--- src/rtl/vga_timing_gen.sv ---
// Parametrised VGA timing generator: divided pixel tick, h/v scan counters, registered sync,
// coordinates, visible flag, line/frame/vblank event strobes and a wrapping frame counter.
module vga_timing_gen #(
    parameter int unsigned CLK_DIV     = 4,
    parameter int unsigned H_VISIBLE   = 640,
    parameter int unsigned H_FRONT     = 16,
    parameter int unsigned H_SYNC      = 96,
    parameter int unsigned H_BACK      = 48,
    parameter int unsigned V_VISIBLE   = 480,
    parameter int unsigned V_FRONT     = 10,
    parameter int unsigned V_SYNC      = 2,
    parameter int unsigned V_BACK      = 33,
    parameter bit          HSYNC_POL   = 1'b0,
    parameter bit          VSYNC_POL   = 1'b0,
    parameter int unsigned X_W         = 10,
    parameter int unsigned Y_W         = 10,
    parameter int unsigned FRAME_CNT_W = 8
) (
    input  logic                   clk_i,
    input  logic                   rst_i,
    input  logic                   en_i,
    output logic                   pixel_en_o,
    output logic                   hsync_o,
    output logic                   vsync_o,
    output logic [X_W-1:0]         pixel_x_o,
    output logic [Y_W-1:0]         pixel_y_o,
    output logic                   visible_o,
    output logic                   line_start_o,
    output logic                   frame_start_o,
    output logic                   vblank_start_o,
    output logic [FRAME_CNT_W-1:0] frame_cnt_o
);
    localparam int unsigned H_TOTAL  = H_VISIBLE + H_FRONT + H_SYNC + H_BACK;
    localparam int unsigned V_TOTAL  = V_VISIBLE + V_FRONT + V_SYNC + V_BACK;
    localparam int unsigned HS_START = H_VISIBLE + H_FRONT;
    localparam int unsigned HS_END   = HS_START + H_SYNC;
    localparam int unsigned VS_START = V_VISIBLE + V_FRONT;
    localparam int unsigned VS_END   = VS_START + V_SYNC;
    localparam int unsigned DIV_W    = (CLK_DIV > 1) ? $clog2(CLK_DIV) : 1;

    localparam logic [DIV_W-1:0] DIV_LAST = DIV_W'(CLK_DIV - 1);
    localparam logic [X_W-1:0]   H_LAST   = X_W'(H_TOTAL - 1);
    localparam logic [Y_W-1:0]   V_LAST   = Y_W'(V_TOTAL - 1);

    logic [DIV_W-1:0]       div_q, div_d;
    logic [X_W-1:0]         h_q, h_d;
    logic [Y_W-1:0]         v_q, v_d;
    logic                   started_q, started_d;
    logic [FRAME_CNT_W-1:0] fcnt_q, fcnt_d;

    logic [X_W-1:0] x_q;
    logic [Y_W-1:0] y_q;
    logic           pix_en_q, hsync_q, vsync_q, vis_q, ls_q, fs_q, vb_q;

    logic [31:0] h_ext, v_ext;
    logic        tick, h_wrap, at_origin, hs_act, vs_act, vis;

    always_comb begin
        tick      = en_i && (div_q == DIV_LAST);
        h_ext     = 32'(h_q);
        v_ext     = 32'(v_q);
        h_wrap    = (h_q == H_LAST);
        at_origin = (h_q == '0) && (v_q == '0);
        hs_act    = (h_ext >= HS_START) && (h_ext < HS_END);
        vs_act    = (v_ext >= VS_START) && (v_ext < VS_END);
        vis       = (h_ext < H_VISIBLE) && (v_ext < V_VISIBLE);

        div_d     = div_q;
        h_d       = h_q;
        v_d       = v_q;
        started_d = started_q;
        fcnt_d    = fcnt_q;

        if (en_i) begin
            div_d = tick ? '0 : div_q + DIV_W'(1);
        end
        if (tick) begin
            started_d = 1'b1;
            // The origin after reset is frame 0; only a revisit of (0,0) counts a new frame.
            if (at_origin && started_q) begin
                fcnt_d = fcnt_q + FRAME_CNT_W'(1);
            end
            h_d = h_wrap ? '0 : h_q + X_W'(1);
            if (h_wrap) begin
                v_d = (v_q == V_LAST) ? '0 : v_q + Y_W'(1);
            end
        end
    end

    always_ff @(posedge clk_i) begin
        if (rst_i) begin
            div_q     <= '0;
            h_q       <= '0;
            v_q       <= '0;
            started_q <= 1'b0;
            fcnt_q    <= '0;
            x_q       <= '0;
            y_q       <= '0;
            pix_en_q  <= 1'b0;
            hsync_q   <= ~HSYNC_POL;
            vsync_q   <= ~VSYNC_POL;
            vis_q     <= 1'b0;
            ls_q      <= 1'b0;
            fs_q      <= 1'b0;
            vb_q      <= 1'b0;
        end else begin
            div_q     <= div_d;
            h_q       <= h_d;
            v_q       <= v_d;
            started_q <= started_d;
            fcnt_q    <= fcnt_d;
            pix_en_q  <= tick;
            ls_q      <= tick && (h_q == '0);
            fs_q      <= tick && at_origin;
            vb_q      <= tick && (h_q == '0) && (v_ext == V_VISIBLE);
            if (tick) begin
                x_q     <= h_q;
                y_q     <= v_q;
                vis_q   <= vis;
                hsync_q <= hs_act ? HSYNC_POL : ~HSYNC_POL;
                vsync_q <= vs_act ? VSYNC_POL : ~VSYNC_POL;
            end
        end
    end

    assign pixel_en_o     = pix_en_q;
    assign hsync_o        = hsync_q;
    assign vsync_o        = vsync_q;
    assign pixel_x_o      = x_q;
    assign pixel_y_o      = y_q;
    assign visible_o      = vis_q;
    assign line_start_o   = ls_q;
    assign frame_start_o  = fs_q;
    assign vblank_start_o = vb_q;
    assign frame_cnt_o    = fcnt_q;

endmodule
--- config.mk ---
export PLATFORM = sky130hd
export DESIGN_NAME = vga_timing_gen
export DESIGN_NICKNAME = d
export VERILOG_FILES = /design/src/rtl/vga_timing_gen.sv
export SDC_FILE = /design/constraint.sdc
export NUM_CORES = 1
export LEC_CHECK = 0
export BUFFER_PORTS_ARGS = -buffer_cell sky130_fd_sc_hd__buf_2
export CAP_MARGIN = 5
export CORE_ASPECT_RATIO = 1.2
export CORE_UTILIZATION = 35
export DETAILED_ROUTE_END_ITERATION = 8
export GPL_TIMING_DRIVEN = 0
export PLACE_DENSITY = 0.64
export SYNTH_ARGS = -nofsm -noshare
export SYNTH_HDL_FRONTEND = slang
export SYNTH_SLANG_ARGS = --single-unit
--- constraint.sdc ---
create_clock -name clk_i -period 2.1 [get_ports clk_i]
set_input_delay 0.42 -clock clk_i [delete_from_list [all_inputs] [get_ports clk_i]]
set_output_delay 0.42 -clock clk_i [all_outputs]
set_load 0.1 [all_outputs]
==> results.yml <==
sta:
  fin_skew_ns: 0.0112
  fin_crit_ns: 1.97
  slew-limit-headroom_pct: 62.5
  setup_viol: 0
  worst_pin_slew_ns: 0.563
  timing.fmax_ghz: 0.507
  setup_slack_ns: 0.129
  slew_violations: 0
  rsz0062_at_grt: "true"
  hold_violations: 0
  whs_ns: 0.326
  fin_crit_sh_pct: 93.8
worst_hold_path:
  min_to: "line_start_o$_SDFF_PP0_"
  whs_path_depth: 2
  min_path_type: "in -> reg"
  hold_start: "rst_i"
logic_synthesis:
  syn-num-nets: 321
  synth_area_leaders: "dfxtp_1 (44%), a21oi_1 (7.3%), nand2_1 (6.9%)"
  synth_fa_ha_area_share_pct: 3.35
  synth.avg_cell_area_sq_um: 8.40
  syn_inst: 311
  synth-xor-area-share_pct: 2.35
  synthMuxAreaShare_pct: 1.58
  ys_warn_count: 0
  synth_edf_count: 0
  synth_top_area_share_pct: 44.5
  ys_seq_area_share_pct: 44.5
  synth_compound_gate_area_share_pct: 14.2
  synth_top_family_by_area: "simple AND/OR/NAND/NOR gates"
  synth_ff_type: "dfxtp_1"
  synth_seq_cells: 58
  synth_area_leader_cell: "dfxtp_1"
  synthSimpleGateAreaFrac_pct: 28.7
  ys_types: 45
  syn_area_sq_um: 2610
  synthArstFlopShare_pct: 0
routing:
  dr.pass1.iters: 4
  met1_length_microns: 2740
  wl_met3_microns: 293
  drcViolationCount: 0
  ant_nets: 0
  detail_route.vias_per_cell: 5.20
  wirelength_microns: 6200
  drtIter0Drc: 106
  routedWlPerCell_microns: 13.7
  wl_met2_microns: 3070
  top_layer: "met4"
  num_vias: 2359
place:
  port_buffers: 36
  place_ws_ns: -0.0641
  dp_hpwl_microns: 4530
  globalplace.congestion: 0.837
floorplan:
  row_count: 34
  die_y_microns: 96.6
  dieArea_sq_um: 7810
  initial_core_util_pct: 36.1
  core_sq_um: 7230
  die_x_microns: 80.9
  io_pins: 38
critical_path:
  end_kind: "register"
  cp_data_arrival_time_ns: 2.23
  crit_buf_inv: 2
  crit_path_cell_trace: "inv_1 -> ha_1 -> nor4b_1 -> nand4_2 -> buf_2 -> or3_1 -> a21oi_1"
  cpLargestDelayFamily: "simple AND/OR/NAND/NOR gates"
  ff2ff_path_depth: 7
  critPathLaunchType: "register"
  cp.required_ns: 2.36
  worst_path_max_delay_cell: "or3_1"
  slowest_delay_ns: 0.35
  reg2reg_from: "h_q[0]$_SDFFE_PP0P_"
  regToRegSetupSlack_ns: 0.13
  critPathKind: "reg -> reg"
  crit_fanout: 10
  rr_endpoint: "frame_cnt_o[1]$_SDFFE_PP0P_"
pwr:
  power.internal_mw: 1.91
  combPwrFrac_pct: 2.9
  leakagePower_nw: 1.25
  irDropWorstVdd_mv: 0.351
  p_per_area_nw_per_um2: 761
  power_switching_mw: 0.491
  sw_frac_of_total_pct: 20.4
  seqPwrFrac_pct: 46.2
  clkPwrFrac_pct: 50.9
finish:
  layout_commonest_cell: "dfxtp_1"
  drive_gt1_share_pct: 21.4
  antenna_cells: 0
  mostFrequentLayoutCells: "dfxtp_1 (58), nand2_1 (48), buf_2 (44)"
  final_nets: 369
  area_delta_synth_final_pct: 21.0
cts:
  root_buffer: "clkbuf_8"
  cts_max_path_buffers: 2
  cts.sinks: 58
  ctsHtreeMaxLevel: 3
  clk_pin_slew_ns: 0.07
  clk_latency_ns: 0.34
  cts_buffers: 9
  cts_tree: "built"
outcome:
  status: "complete, no violations"
global_route:
  antenna_found_initial: 0
  grt_pass1_wl_microns: 10300
  grt.overflow.total: 0
  grt_pass1_vias: 2249
  grt_use_total_pct: 17.0
  grt_max_degree: 11
job:
  cap_viol_max_count: 0
-- logic make-up (layout without fill, tap and decap cells) --
| family | count (synthesis) | in the layout |
|---|---|---|
| buffers and inverters | 30 | 83 |
| xor gates and xnor gates | 7 | 7 |
| AOI/OAI and AO/OA | 64 | 64 |
| DFF | 58 | 58 |
| and+or+nand+nor | 141 | 141 |
| muxes | 4 | 4 |
| adders and majority gates | 7 | 7 |
-- power groups by stage --
stage / Sequential [mW] / Clock (mW) / Combinational (mW)
after detailed placement: 1.14 / 0 / 0.0694
final: 1.11 / 1.22 / 0.0704
after global routing: 1.11 / 1.31 / 0.0782
after floorplan: 1.14 / 0 / 0.0443
after global placement: 1.13 / 0 / 0.0688
after CTS: 1.11 / 1.26 / 0.0710
-- state kept, by name, summed over array words and instances (netlist names), 2 cells and up --
register and flops:
h_q 10, pixel_x_o 10, pixel_y_o 10, v_q 10
frame_cnt_o 8, div_q 2
-- metal layers --
metal  track usage [%]  vias to the layer above
li1                  -                     1197
met1              19.9                     1092
met2              28.6                       60
met3              5.00                       10
met4              6.73                        0
met5                 0                        -
-- synthesized netlist by cell type, types with 4 or more instances --
library cell	instances
a21oi_1	38
and3_1	4
buf_2	8
clkbuf_1	10
dfxtp_1	58
ha_1	7
inv_1	7
nand2_1	48
nand3_1	13
nand4_1	8
nor2_1	26
nor3_1	5
o21ai_0	8
o31ai_1	9
or3_1	4
or4_1	12
xor2_1	4
-- area by class of cell --
cell class	count	area [sq um]
Clock inverter	5	103
Inverter	7	26.3
Timing Repair Buffer	37	188
Fill cell	745	4070
Buffer	23	115
Clock buffer	11	131
Tap cell	90	113
Multi-Input combinational cell	223	1320
Sequential cell	58	1160
-- worst max path at each step --
| stage | from | endpoint | slack (ns) | cells past startpoint |
|---|---|---|---|---|
| after floorplan | frame_cnt_o[2]$_SDFFE_PP0P_ | frame_cnt_o[7]$_SDFFE_PP0P_ | 0.03 | 4 |
| after global placement | v_q[0]$_SDFFE_PP0P_ | frame_cnt_o[0]$_SDFFE_PP0P_ | -0.13 | 8 |
| after detailed placement | v_q[0]$_SDFFE_PP0P_ | frame_cnt_o[0]$_SDFFE_PP0P_ | -0.06 | 8 |
| after CTS | v_q[0]$_SDFFE_PP0P_ | frame_cnt_o[0]$_SDFFE_PP0P_ | 0.08 | 9 |
| after global routing | v_q[0]$_SDFFE_PP0P_ | frame_cnt_o[0]$_SDFFE_PP0P_ | 0.002 | 9 |
| final | h_q[0]$_SDFFE_PP0P_ | frame_cnt_o[1]$_SDFFE_PP0P_ | 0.13 | 7 |
-- stage by stage --
| step | area [sq um] | utilization [%] | power (mW) | setup TNS [ns] | cells |
|---|---|---|---|---|---|
| 2_1_floorplan | 2610 | - | 1.19 | 0 | 311 |
| 3_3_place_gp | 2900 | 40.2 | 1.20 | -0.561 | 437 |
| 3_5_place_dp | 2900 | 40.2 | 1.20 | -0.186 | 437 |
| 4_1_cts | 3150 | 43.6 | 2.44 | 0 | 454 |
| 5_1_grt | 3160 | 43.7 | 2.50 | 0 | 454 |
| 6_report | 3160 | 43.7 | 2.40 | 0 | 454 |
-- timing repair --
| item | in CTS | in global routing |
|---|---|---|
| setup endpoints to repair | 8 | 9 |
| pin swaps | 1 | 0 |
| hold buffers | 0 | 0 |
| gates resized for setup | 1 | 6 |
| setup buffers | 1 | 0 |
No activity file was read; power rests on OpenSTA's default activity.
